`src/rtl/remap_pkg.sv`:
```
`default_nettype none
// ============================================================================
// Module  : remap_pkg
// Purpose : Shared op-codes, FSM state encoding and pointer-width helper for
//           the channel-index remap table.
// Revision: 1.0  initial release
// ============================================================================
package remap_pkg;

    localparam logic [1:0] OP_WRITE     = 2'd0;
    localparam logic [1:0] OP_READ      = 2'd1;
    localparam logic [1:0] OP_CLR_ZERO  = 2'd2;
    localparam logic [1:0] OP_CLR_IDENT = 2'd3;

    localparam logic [1:0] IDLE     = 2'd0;
    localparam logic [1:0] CLEAR    = 2'd1;
    localparam logic [1:0] INIT_CLR = 2'd2;

    // Clear pointer width; a single-entry table still needs one pointer bit.
    function automatic int clr_ptr_w(input int depth);
        return (depth > 1) ? $clog2(depth) : 1;
    endfunction

endpackage
`default_nettype wire

```
`src/rtl/remap_lut_mem.sv`:
```
`default_nettype none
// ============================================================================
// Module  : remap_lut_mem
// Purpose : DEPTH x DATA_W table, one write port, NUM_PORTS registered
//           read-first read ports.
// Revision: 1.0  initial release
// ============================================================================
module remap_lut_mem
    import remap_pkg::*;
#(
    parameter int DEPTH     = 128,
    parameter int DATA_W    = 7,
    parameter int ADDR_W    = clr_ptr_w(DEPTH),
    parameter int NUM_PORTS = 3
) (
    input  logic                        clk,
    input  logic                        reset,
    input  logic                        we,
    input  logic [ADDR_W-1:0]           waddr,
    input  logic [DATA_W-1:0]           wdata,
    input  logic [NUM_PORTS-1:0]        rd_en,
    input  logic [NUM_PORTS*ADDR_W-1:0] rd_addr,
    output logic [NUM_PORTS*DATA_W-1:0] rd_data
);

    logic [DATA_W-1:0] r_mem [DEPTH];

    always_ff @(posedge clk) begin
        if (we) begin
            r_mem[waddr] <= wdata;
        end
    end

    // Non-blocking read alongside the write gives old data on a collision.
    for (genvar p = 0; p < NUM_PORTS; p++) begin : g_rd
        logic [DATA_W-1:0] r_q;

        always_ff @(posedge clk) begin
            if (reset) begin
                r_q <= '0;
            end else if (rd_en[p]) begin
                r_q <= r_mem[rd_addr[p*ADDR_W +: ADDR_W]];
            end
        end

        assign rd_data[p*DATA_W +: DATA_W] = r_q;
    end

endmodule
`default_nettype wire

```
`src/rtl/remap_lut_ctrl.sv`:
```
`default_nettype none
// ============================================================================
// Module  : remap_lut_ctrl
// Purpose : Host-programmable channel remap table with sequenced clears and
//           NUM_RD parallel registered lookup ports.
// Revision: 1.0  initial release
// ============================================================================
module remap_lut_ctrl
    import remap_pkg::*;
#(
    parameter int IDX_W         = 7,
    parameter int DATA_W        = 7,
    parameter int DEPTH         = 128,
    parameter int NUM_RD        = 2,
    parameter bit INIT_IDENTITY = 1'b1
) (
    input  logic                     clk,
    input  logic                     reset,
    input  logic                     cmd_valid,
    output logic                     cmd_ready,
    input  logic [1:0]               cmd_op,
    input  logic [IDX_W-1:0]         cmd_addr,
    input  logic [DATA_W-1:0]        cmd_data,
    output logic                     rsp_valid,
    output logic [DATA_W-1:0]        rsp_data,
    output logic                     busy,
    output logic                     err_oob,
    input  logic [NUM_RD-1:0]        lk_valid,
    input  logic [NUM_RD*IDX_W-1:0]  lk_idx,
    output logic [NUM_RD-1:0]        lk_out_valid,
    output logic [NUM_RD*DATA_W-1:0] lk_out
);

    localparam int               c_PTR_W     = clr_ptr_w(DEPTH);
    localparam logic [IDX_W:0]   c_DEPTH_EXT = (IDX_W+1)'(DEPTH);
    localparam logic [c_PTR_W-1:0] c_LAST_PTR = c_PTR_W'(DEPTH - 1);

    logic [1:0]          r_state;
    logic [c_PTR_W-1:0]  r_ptr;
    logic                r_fill_ident;
    logic                r_rsp_valid;
    logic                r_rsp_oob;
    logic                r_err_oob;
    logic [NUM_RD-1:0]   r_lk_valid;
    logic [NUM_RD-1:0]   r_lk_oob;

    logic                       w_accept;
    logic                       w_cmd_oob;
    logic                       w_rd_cmd;
    logic [c_PTR_W-1:0]         w_cmd_addr;
    logic [NUM_RD-1:0]          w_lk_oob;
    logic [NUM_RD*c_PTR_W-1:0]  w_lk_addr;
    logic                       w_we;
    logic [c_PTR_W-1:0]         w_waddr;
    logic [DATA_W-1:0]          w_wdata;
    logic [(NUM_RD+1)*DATA_W-1:0] w_rd_data;

    assign cmd_ready = (r_state == IDLE) && !reset;
    assign busy      = (r_state != IDLE) || reset;
    assign w_accept  = cmd_valid && cmd_ready;
    assign w_cmd_oob = {1'b0, cmd_addr} >= c_DEPTH_EXT;
    assign w_rd_cmd  = w_accept && (cmd_op == OP_READ);

    // Out-of-range addresses are steered to entry 0 and the result masked.
    assign w_cmd_addr = w_cmd_oob ? '0 : cmd_addr[c_PTR_W-1:0];

    for (genvar p = 0; p < NUM_RD; p++) begin : g_lk
        logic [IDX_W-1:0] w_idx;
        assign w_idx       = lk_idx[p*IDX_W +: IDX_W];
        assign w_lk_oob[p] = {1'b0, w_idx} >= c_DEPTH_EXT;
        assign w_lk_addr[p*c_PTR_W +: c_PTR_W] = w_lk_oob[p] ? '0 : w_idx[c_PTR_W-1:0];
        assign lk_out[p*DATA_W +: DATA_W] = r_lk_oob[p] ? '0 : w_rd_data[p*DATA_W +: DATA_W];
    end

    always_comb begin
        w_we    = 1'b0;
        w_waddr = r_ptr;
        w_wdata = '0;
        if (!reset) begin
            if (r_state != IDLE) begin
                w_we    = 1'b1;
                w_wdata = r_fill_ident ? DATA_W'(r_ptr) : '0;
            end else if (w_accept && (cmd_op == OP_WRITE) && !w_cmd_oob) begin
                w_we    = 1'b1;
                w_waddr = w_cmd_addr;
                w_wdata = cmd_data;
            end
        end
    end

    always_ff @(posedge clk) begin
        if (reset) begin
            r_state      <= INIT_CLR;
            r_ptr        <= '0;
            r_fill_ident <= INIT_IDENTITY;
        end else begin
            case (r_state)
                IDLE: begin
                    if (w_accept && (cmd_op == OP_CLR_ZERO || cmd_op == OP_CLR_IDENT)) begin
                        r_state      <= CLEAR;
                        r_ptr        <= '0;
                        r_fill_ident <= (cmd_op == OP_CLR_IDENT);
                    end
                end
                CLEAR, INIT_CLR: begin
                    if (r_ptr == c_LAST_PTR) begin
                        r_state <= IDLE;
                    end else begin
                        r_ptr <= r_ptr + 1'b1;
                    end
                end
                default: begin
                    r_state <= INIT_CLR;
                    r_ptr   <= '0;
                end
            endcase
        end
    end

    always_ff @(posedge clk) begin
        if (reset) begin
            r_rsp_valid <= 1'b0;
            r_rsp_oob   <= 1'b0;
            r_err_oob   <= 1'b0;
            r_lk_valid  <= '0;
            r_lk_oob    <= '0;
        end else begin
            r_rsp_valid <= w_rd_cmd;
            if (w_rd_cmd) begin
                r_rsp_oob <= w_cmd_oob;
            end
            if (w_accept && (cmd_op == OP_WRITE || cmd_op == OP_READ) && w_cmd_oob) begin
                r_err_oob <= 1'b1;
            end
            r_lk_valid <= lk_valid;
            for (int p = 0; p < NUM_RD; p++) begin
                if (lk_valid[p]) begin
                    r_lk_oob[p] <= w_lk_oob[p];
                end
            end
        end
    end

    assign rsp_valid    = r_rsp_valid;
    assign rsp_data     = r_rsp_oob ? '0 : w_rd_data[NUM_RD*DATA_W +: DATA_W];
    assign err_oob      = r_err_oob;
    assign lk_out_valid = r_lk_valid;

    // Port NUM_RD serves host READs; ports 0..NUM_RD-1 serve lookups.
    remap_lut_mem #(
        .DEPTH     (DEPTH),
        .DATA_W    (DATA_W),
        .ADDR_W    (c_PTR_W),
        .NUM_PORTS (NUM_RD + 1)
    ) u_mem (
        .clk     (clk),
        .reset   (reset),
        .we      (w_we),
        .waddr   (w_waddr),
        .wdata   (w_wdata),
        .rd_en   ({w_rd_cmd, lk_valid}),
        .rd_addr ({w_cmd_addr, w_lk_addr}),
        .rd_data (w_rd_data)
    );

endmodule
`default_nettype wire

```
`config.mk`:
```
export PLATFORM = sky130hd
export DESIGN_NAME = remap_lut_ctrl
export DESIGN_NICKNAME = d
export VERILOG_FILES = /design/src/rtl/remap_pkg.sv /design/src/rtl/remap_lut_mem.sv /design/src/rtl/remap_lut_ctrl.sv
export SDC_FILE = /design/constraint.sdc
export NUM_CORES = 1
export LEC_CHECK = 0
export CAP_MARGIN = 30
export CELL_PAD_IN_SITES_DETAIL_PLACEMENT = 1
export CELL_PAD_IN_SITES_GLOBAL_PLACEMENT = 2
export CORE_MARGIN = 2
export CORE_UTILIZATION = 53
export CTS_BUF_LIST = sky130_fd_sc_hd__clkbuf_8 sky130_fd_sc_hd__clkbuf_16
export DETAILED_ROUTE_END_ITERATION = 16
export PLACE_DENSITY_LB_ADDON = 0.25
export SLEW_MARGIN = 5
export SYNTH_ARGS = -nofsm -noshare
export SYNTH_HDL_FRONTEND = slang
export SYNTH_SLANG_ARGS = --single-unit
```
`constraint.sdc`:
```
create_clock -name clk -period 11.2 [get_ports clk]
set_clock_uncertainty 0.05 [all_clocks]
set_input_delay 1.12 -clock clk [delete_from_list [all_inputs] [get_ports clk]]
set_output_delay 1.12 -clock clk [all_outputs]
set_load 0.02 [all_outputs]
```
==> results.json, run 1 <==
{
  "run_status": "finished clean",
  "synth-edff-count": 896,
  "grt_max_degree": 108,
  "cts_setup_buffers": 0,
  "period_minus_slack_ns": 5.23,
  "synth_cell_types": 69,
  "first_global_vias": 33900,
  "synth_flop_cell": "edfxtp_1",
  "clk_latency_ns": 0.72,
  "dieHeight_um": 314,
  "drtIter0Drc": 5749,
  "dr_total_vias": 33300,
  "cts_resized": 0,
  "antenna_found_initial": 5,
  "worstSetupStartpointType": "input port",
  "finalMaxSlewViolations": 0,
  "syn_area_mm2": 0.0511,
  "via_per_inst": 7.91,
  "synth_area_leaders": "edfxtp_1, mux4_2, mux2i_1, nor2_1, a22oi_1",
  "clkTransAtPathRegs_ns": 0.06,
  "drt-total-wl_um": 184000,
  "synth_top_cell_by_area": "edfxtp_1",
  "finalHoldViolCount": 0,
  "dp_hpwl_um": 119000,
  "grt-ovfl-total": 0,
  "root_buffer": "clkbuf_16",
  "crit_type": "in -> reg",
  "fillers": 8251,
  "drive_gt1_share_pct": 32.9,
  "ant_nets": 0,
  "finalSetupViolCount": 0,
  "relSlewSlack_pct": 25.8,
  "maxCapViolations": 0,
  "endpoint_kind": "flop",
  "cts_sinks": 930,
  "tightest_slew_ns": 1.10,
  "hold_buffers": 0,
  "grt_pass1_wl_um": 261000,
  "synth-seq-area-share_pct": 54.0,
  "drcViolationCount": 0,
  "num_rows": 113,
  "port_buffers": 60,
  "io_pins": 62,
  "fmax_ghz": 0.191,
  "synthesis.nets": 2905,
  "synthCells": 2866,
  "syn_to_final_growth_pct": 9.61,
  "routedWlPerCell_um": 43.6,
  "crit_fanout": 64,
  "ir_worst_vdd_mv": 0.139,
  "dr.pass1.iters": 6,
  "crit_arrival_ns": 5.75,
  "ys_async_sr_fraction_pct": 0,
  "powerDensity_mw_per_mm2": 150,
  "dieWidth_um": 314,
  "cts_buffer_depth": 3,
  "hold_path.class": "reg -> reg",
  "synth_top_area_share_pct": 52.7,
  "fin_total_pwr_mw": 8.40,
  "finalCritPeriodShare_pct": 46.7,
  "gp_congestion": 0.938,
  "synth.yosys.warnings": 0,
  "synth-seq-cells": 930,
  "coreArea_mm2": 0.0953,
  "synth_most_common_cell": "edfxtp_1",
  "power_leakage_nw": 18.4,
  "track_usage_pct": 37.7,
  "fin_tns_setup_ns": 0,
  "nets": 2901,
  "synth_commonest_cells": "edfxtp_1, mux4_2, nor2_1",
  "critPathRequiredTime_ns": 11.72,
  "htree_levels": 3,
  "die_area_mm2": 0.0988,
  "numCtsBuffers": 100,
  "cts_tree": "yes",
  "syn_avg_cell_area_um2": 17.8,
  "initial_utilization_pct": 53.6,
  "rsz0062_at_grt": "no"
}
[kinds of logic after synthesis]
logic type	count (synthesis)	synth area share (%)
fa+ha+maj	4	0.0980
simple gates	472	4.44
other cells	1	0.00735
xor+xnor	3	0.0515
compound gates	376	5.31
mux	806	32.7
flops	930	54.0
buf+inv	274	3.38
[state kept, by name, indices dropped and copies added (netlist names)]
signal          cells
lk_out_valid        2
r_fill_ident        1
r_ptr               7
r_state             2
rsp_valid           1
u_mem.g_rd.r_q     21
u_mem.r_mem       896
[placed cells by master, fill, tap and decap left out, types with 20 or more instances in the layout]
cell type        instances
a211oi_1                33
a21oi_1                 65
a221oi_1                28
a22o_1                  31
a22oi_1                 92
buf_4                   74
clkbuf_16              103
clkdlybuf4s50_1         48
clkinv_2                20
dfxtp_1                 34
edfxtp_1               896
inv_1                   31
mux2_2                  24
mux2i_1                103
mux4_1                  24
mux4_2                 654
nand2_1                 77
nand2b_1                28
nand3_1                 33
nor2_1                 190
nor2b_1                 32
nor3_1                  25
nor4_1                  21
o22ai_1                 44
[critical path: stages]
cell,delay [ns]
buf_8,0.49
buf_4,0.76
buf_4,0.67
buf_4,0.87
mux4_2,0.42
a22oi_1,0.31
a21oi_1,0.24
a211oi_1,0.60
nor4_1,0.08
[layer usage]
metal,vias to the layer above,share of wire (%),track usage [%]
li1,12500,-,-
met1,17600,36,52.1
met2,2844,46,56.7
met3,451,14,11.0
met4,6,4.7,15.5
met5,-,0.020,0
[through the flow]
stage	instances	hold slack (ns)	area (um2)	utilization [%]	setup WS, ns
floorplan	2866	0.390	51100	-	6.50
global placement	3998	0.424	52200	54.8	5.39
detailed placement	4013	0.447	52400	55.0	5.45
CTS	4199	0.462	55800	58.5	6.17
global route	4211	0.500	55900	58.7	5.91
finish	4213	0.467	56000	58.7	5.97
[report_power, final]
part           leakage [nW]  internal, mW  switching [mW]
combinational          7.52         0.373           0.681
sequential             9.19          3.89          0.0352
clock                  1.72          1.98            1.44
total                  18.4          6.24            2.16
[worst paths after layout]
| path | cells past startpoint | from | endpoint | slack, ns |
|---|---|---|---|---|
| min reg2reg | 2 | r_fill_ident | r_fill_ident | 0.47 |
| min | 2 | r_fill_ident | r_fill_ident | 0.47 |
| max reg2reg | 9 | r_state[0] | u_mem.r_mem[22][4] | 7.30 |
| max | 9 | cmd_addr[1] | u_mem.g_rd[2].r_q[3] | 5.97 |
[area by class of cell]
class	count	area, um2	share of cell area [%]
inverter	13	48.8	0.0872
sequential	930	27600	49.3
antenna	2	5.00	0.00894
clock inverter	77	682	1.22
multi-input combinational	1662	21900	39.1
timing repair buffer	155	1530	2.74
tap	1265	1580	2.83
clock buffer	109	2660	4.75
Power figures use the tool's default switching activity.
==> inputs of run 2 (changes only) <==
CORE_UTILIZATION = 45   (was 53)
clock period = 4.25 ns   (was 11.2 ns; I/O delays follow)
==> results.json, run 2 (same netlist as run 1, synthesis figures left out) <==
{
  "dieWidth_um": 341,
  "crit_fanout": 10,
  "syn_to_final_growth_pct": 13.1,
  "reg_top3": "u_mem.r_mem: 896 flops, u_mem.g_rd.r_q: 21 flops, r_ptr: 7 flops",
  "maxCapViolations": 0,
  "finalMaxSlewViolations": 0,
  "first_global_vias": 34200,
  "cts_sinks": 930,
  "diodes": 0,
  "hp-start": "cmd_op[1]",
  "cts_buffer_depth": 3,
  "largest-register": "u_mem.r_mem",
  "crit-reg2reg-launch": "r_state[0]",
  "numCtsBuffers": 100,
  "period_minus_slack_ns": 3.91,
  "finalCritPeriodShare_pct": 92.0,
  "finalHoldViolCount": 0,
  "via_per_inst": 7.28,
  "fmax_ghz": 0.256,
  "powerDensity_mw_per_mm2": 379,
  "rsz0062_at_grt": "no",
  "fin_tns_setup_ns": 0,
  "hold_path.class": "in -> reg",
  "die_area_mm2": 0.116,
  "fin_total_pwr_mw": 21.9,
  "finalSetupViolCount": 0,
  "cts_setup_buffers": 0,
  "dr.pass1.iters": 6,
  "relSlewSlack_pct": 31.2,
  "dr_total_vias": 33800,
  "worstSetupStartpointType": "flop",
  "hold_buffers": 0,
  "drtIter0Drc": 5014,
  "drt-total-wl_um": 191000,
  "gp_congestion": 0.964,
  "run_status": "finished clean",
  "io_pins": 62,
  "clk_latency_ns": 0.70,
  "power_leakage_nw": 19.3,
  "reg2reg_depth": 11,
  "timing.rr.end": "u_mem.r_mem[10][0]",
  "root_buffer": "clkbuf_16",
  "num_rows": 123,
  "grt_pass1_wl_um": 269000,
  "track_usage_pct": 32.9,
  "coreArea_mm2": 0.112,
  "drive_gt1_share_pct": 36.8,
  "crit_type": "reg -> reg",
  "dieHeight_um": 341,
  "ir_worst_vdd_mv": 0.311,
  "dp_hpwl_um": 134000,
  "htree_levels": 3,
  "crit_arrival_ns": 4.28,
  "routedWlPerCell_um": 41.1,
  "finish.utilization_pct": 51.3,
  "cts_resized": 0,
  "port_buffers": 60,
  "initial_utilization_pct": 45.4,
  "largest_register_ffs": 896,
  "ant_nets": 0,
  "drcViolationCount": 0,
  "cts_tree": "yes",
  "critPathRequiredTime_ns": 4.62,
  "pre_cts_ws_ns": 0.206,
  "final_cell_mix": "edfxtp_1, mux4_2, buf_4, nor2_1, mux2i_1",
  "clkTransAtPathRegs_ns": 0.06,
  "ff2ff_setup_slack_ns": 0.34,
  "final_common_cell": "edfxtp_1",
  "holdPathEnd": "r_fill_ident",
  "min_path_cells": 4,
  "grt-ovfl-total": 0,
  "antenna_found_initial": 5,
  "setup_slack_ns": 0.340,
  "tightest_slew_ns": 1.03,
  "grt_max_degree": 81,
  "nets": 3099,
  "endpoint_kind": "flop"
}
## run 2: cell count changes in the layout (fill, tap and decap cells not counted), sizes merged
cell / before / now
buf: 107 / 305
clkbuf: 109 / 100
inv: 34 / 40
bufinv: 12 / 8
clkinvlp: 2 / 5
clkinv: 42 / 44
diode: 2 / 0
## run 2: final cells by class
cell class / count / area, um2
Clock buffer: 100 / 2500
Clock inverter: 84 / 648
Fill cell: 10200 / 54800
Inverter: 13 / 48.8
Multi-Input combinational cell: 1662 / 21800
Sequential cell: 930 / 27600
Tap cell: 1500 / 1880
Timing Repair Buffer: 353 / 3260
## run 2: per-layer routing
layer	track usage (%)	routed length, um	up-vias
li1	-	-	12900
met1	45.9	73300	18100
met2	50.2	87200	2440
met3	8.54	22600	368
met4	11.7	7450	4
met5	0	27	-
## run 2: power breakdown
group	total (mW)	switching [mW]	leakage, nW	internal, mW
Combinational	2.94	1.84	8.61	1.10
Clock	8.62	3.84	1.63	4.77
Sequential	10.4	0.108	9.10	10.2
## run 2: critical path: stages (launching register included)
cell and delay (ns):
dfxtp_1 0.33, inv_1 0.09, ha_1 0.42, nor4bb_1 0.31
buf_4 0.21, nand2b_1 0.08, buf_4 0.19, o32ai_1 0.50
nand2_1 0.52, buf_4 0.40, nor2_1 0.29, buf_4 0.22
## run 2: worst max path at each step
stage / depth (start not counted) / slack, ns / to / startpoint
floorplan: 7 / 0.24 / u_mem.r_mem[0][0] / reset
global placement: 8 / 0.27 / u_mem.g_rd[2].r_q[0] / cmd_addr[2]
detailed placement: 8 / 0.21 / u_mem.g_rd[2].r_q[0] / cmd_addr[2]
CTS: 9 / 0.47 / u_mem.r_mem[74][1] / r_state[0]
global route: 10 / 0.22 / u_mem.r_mem[47][6] / r_state[1]
finish: 11 / 0.34 / u_mem.r_mem[10][0] / r_state[0]
## run 2: stage by stage
stage	instance area [um2]	hold slack, ns	instances
after floorplan	51100	0.390	2866
final	57700	0.394	4642
after global routing	57700	0.426	4642
after detailed placement	54600	0.441	4455
after CTS	57700	0.362	4639
after global placement	54500	0.425	4453
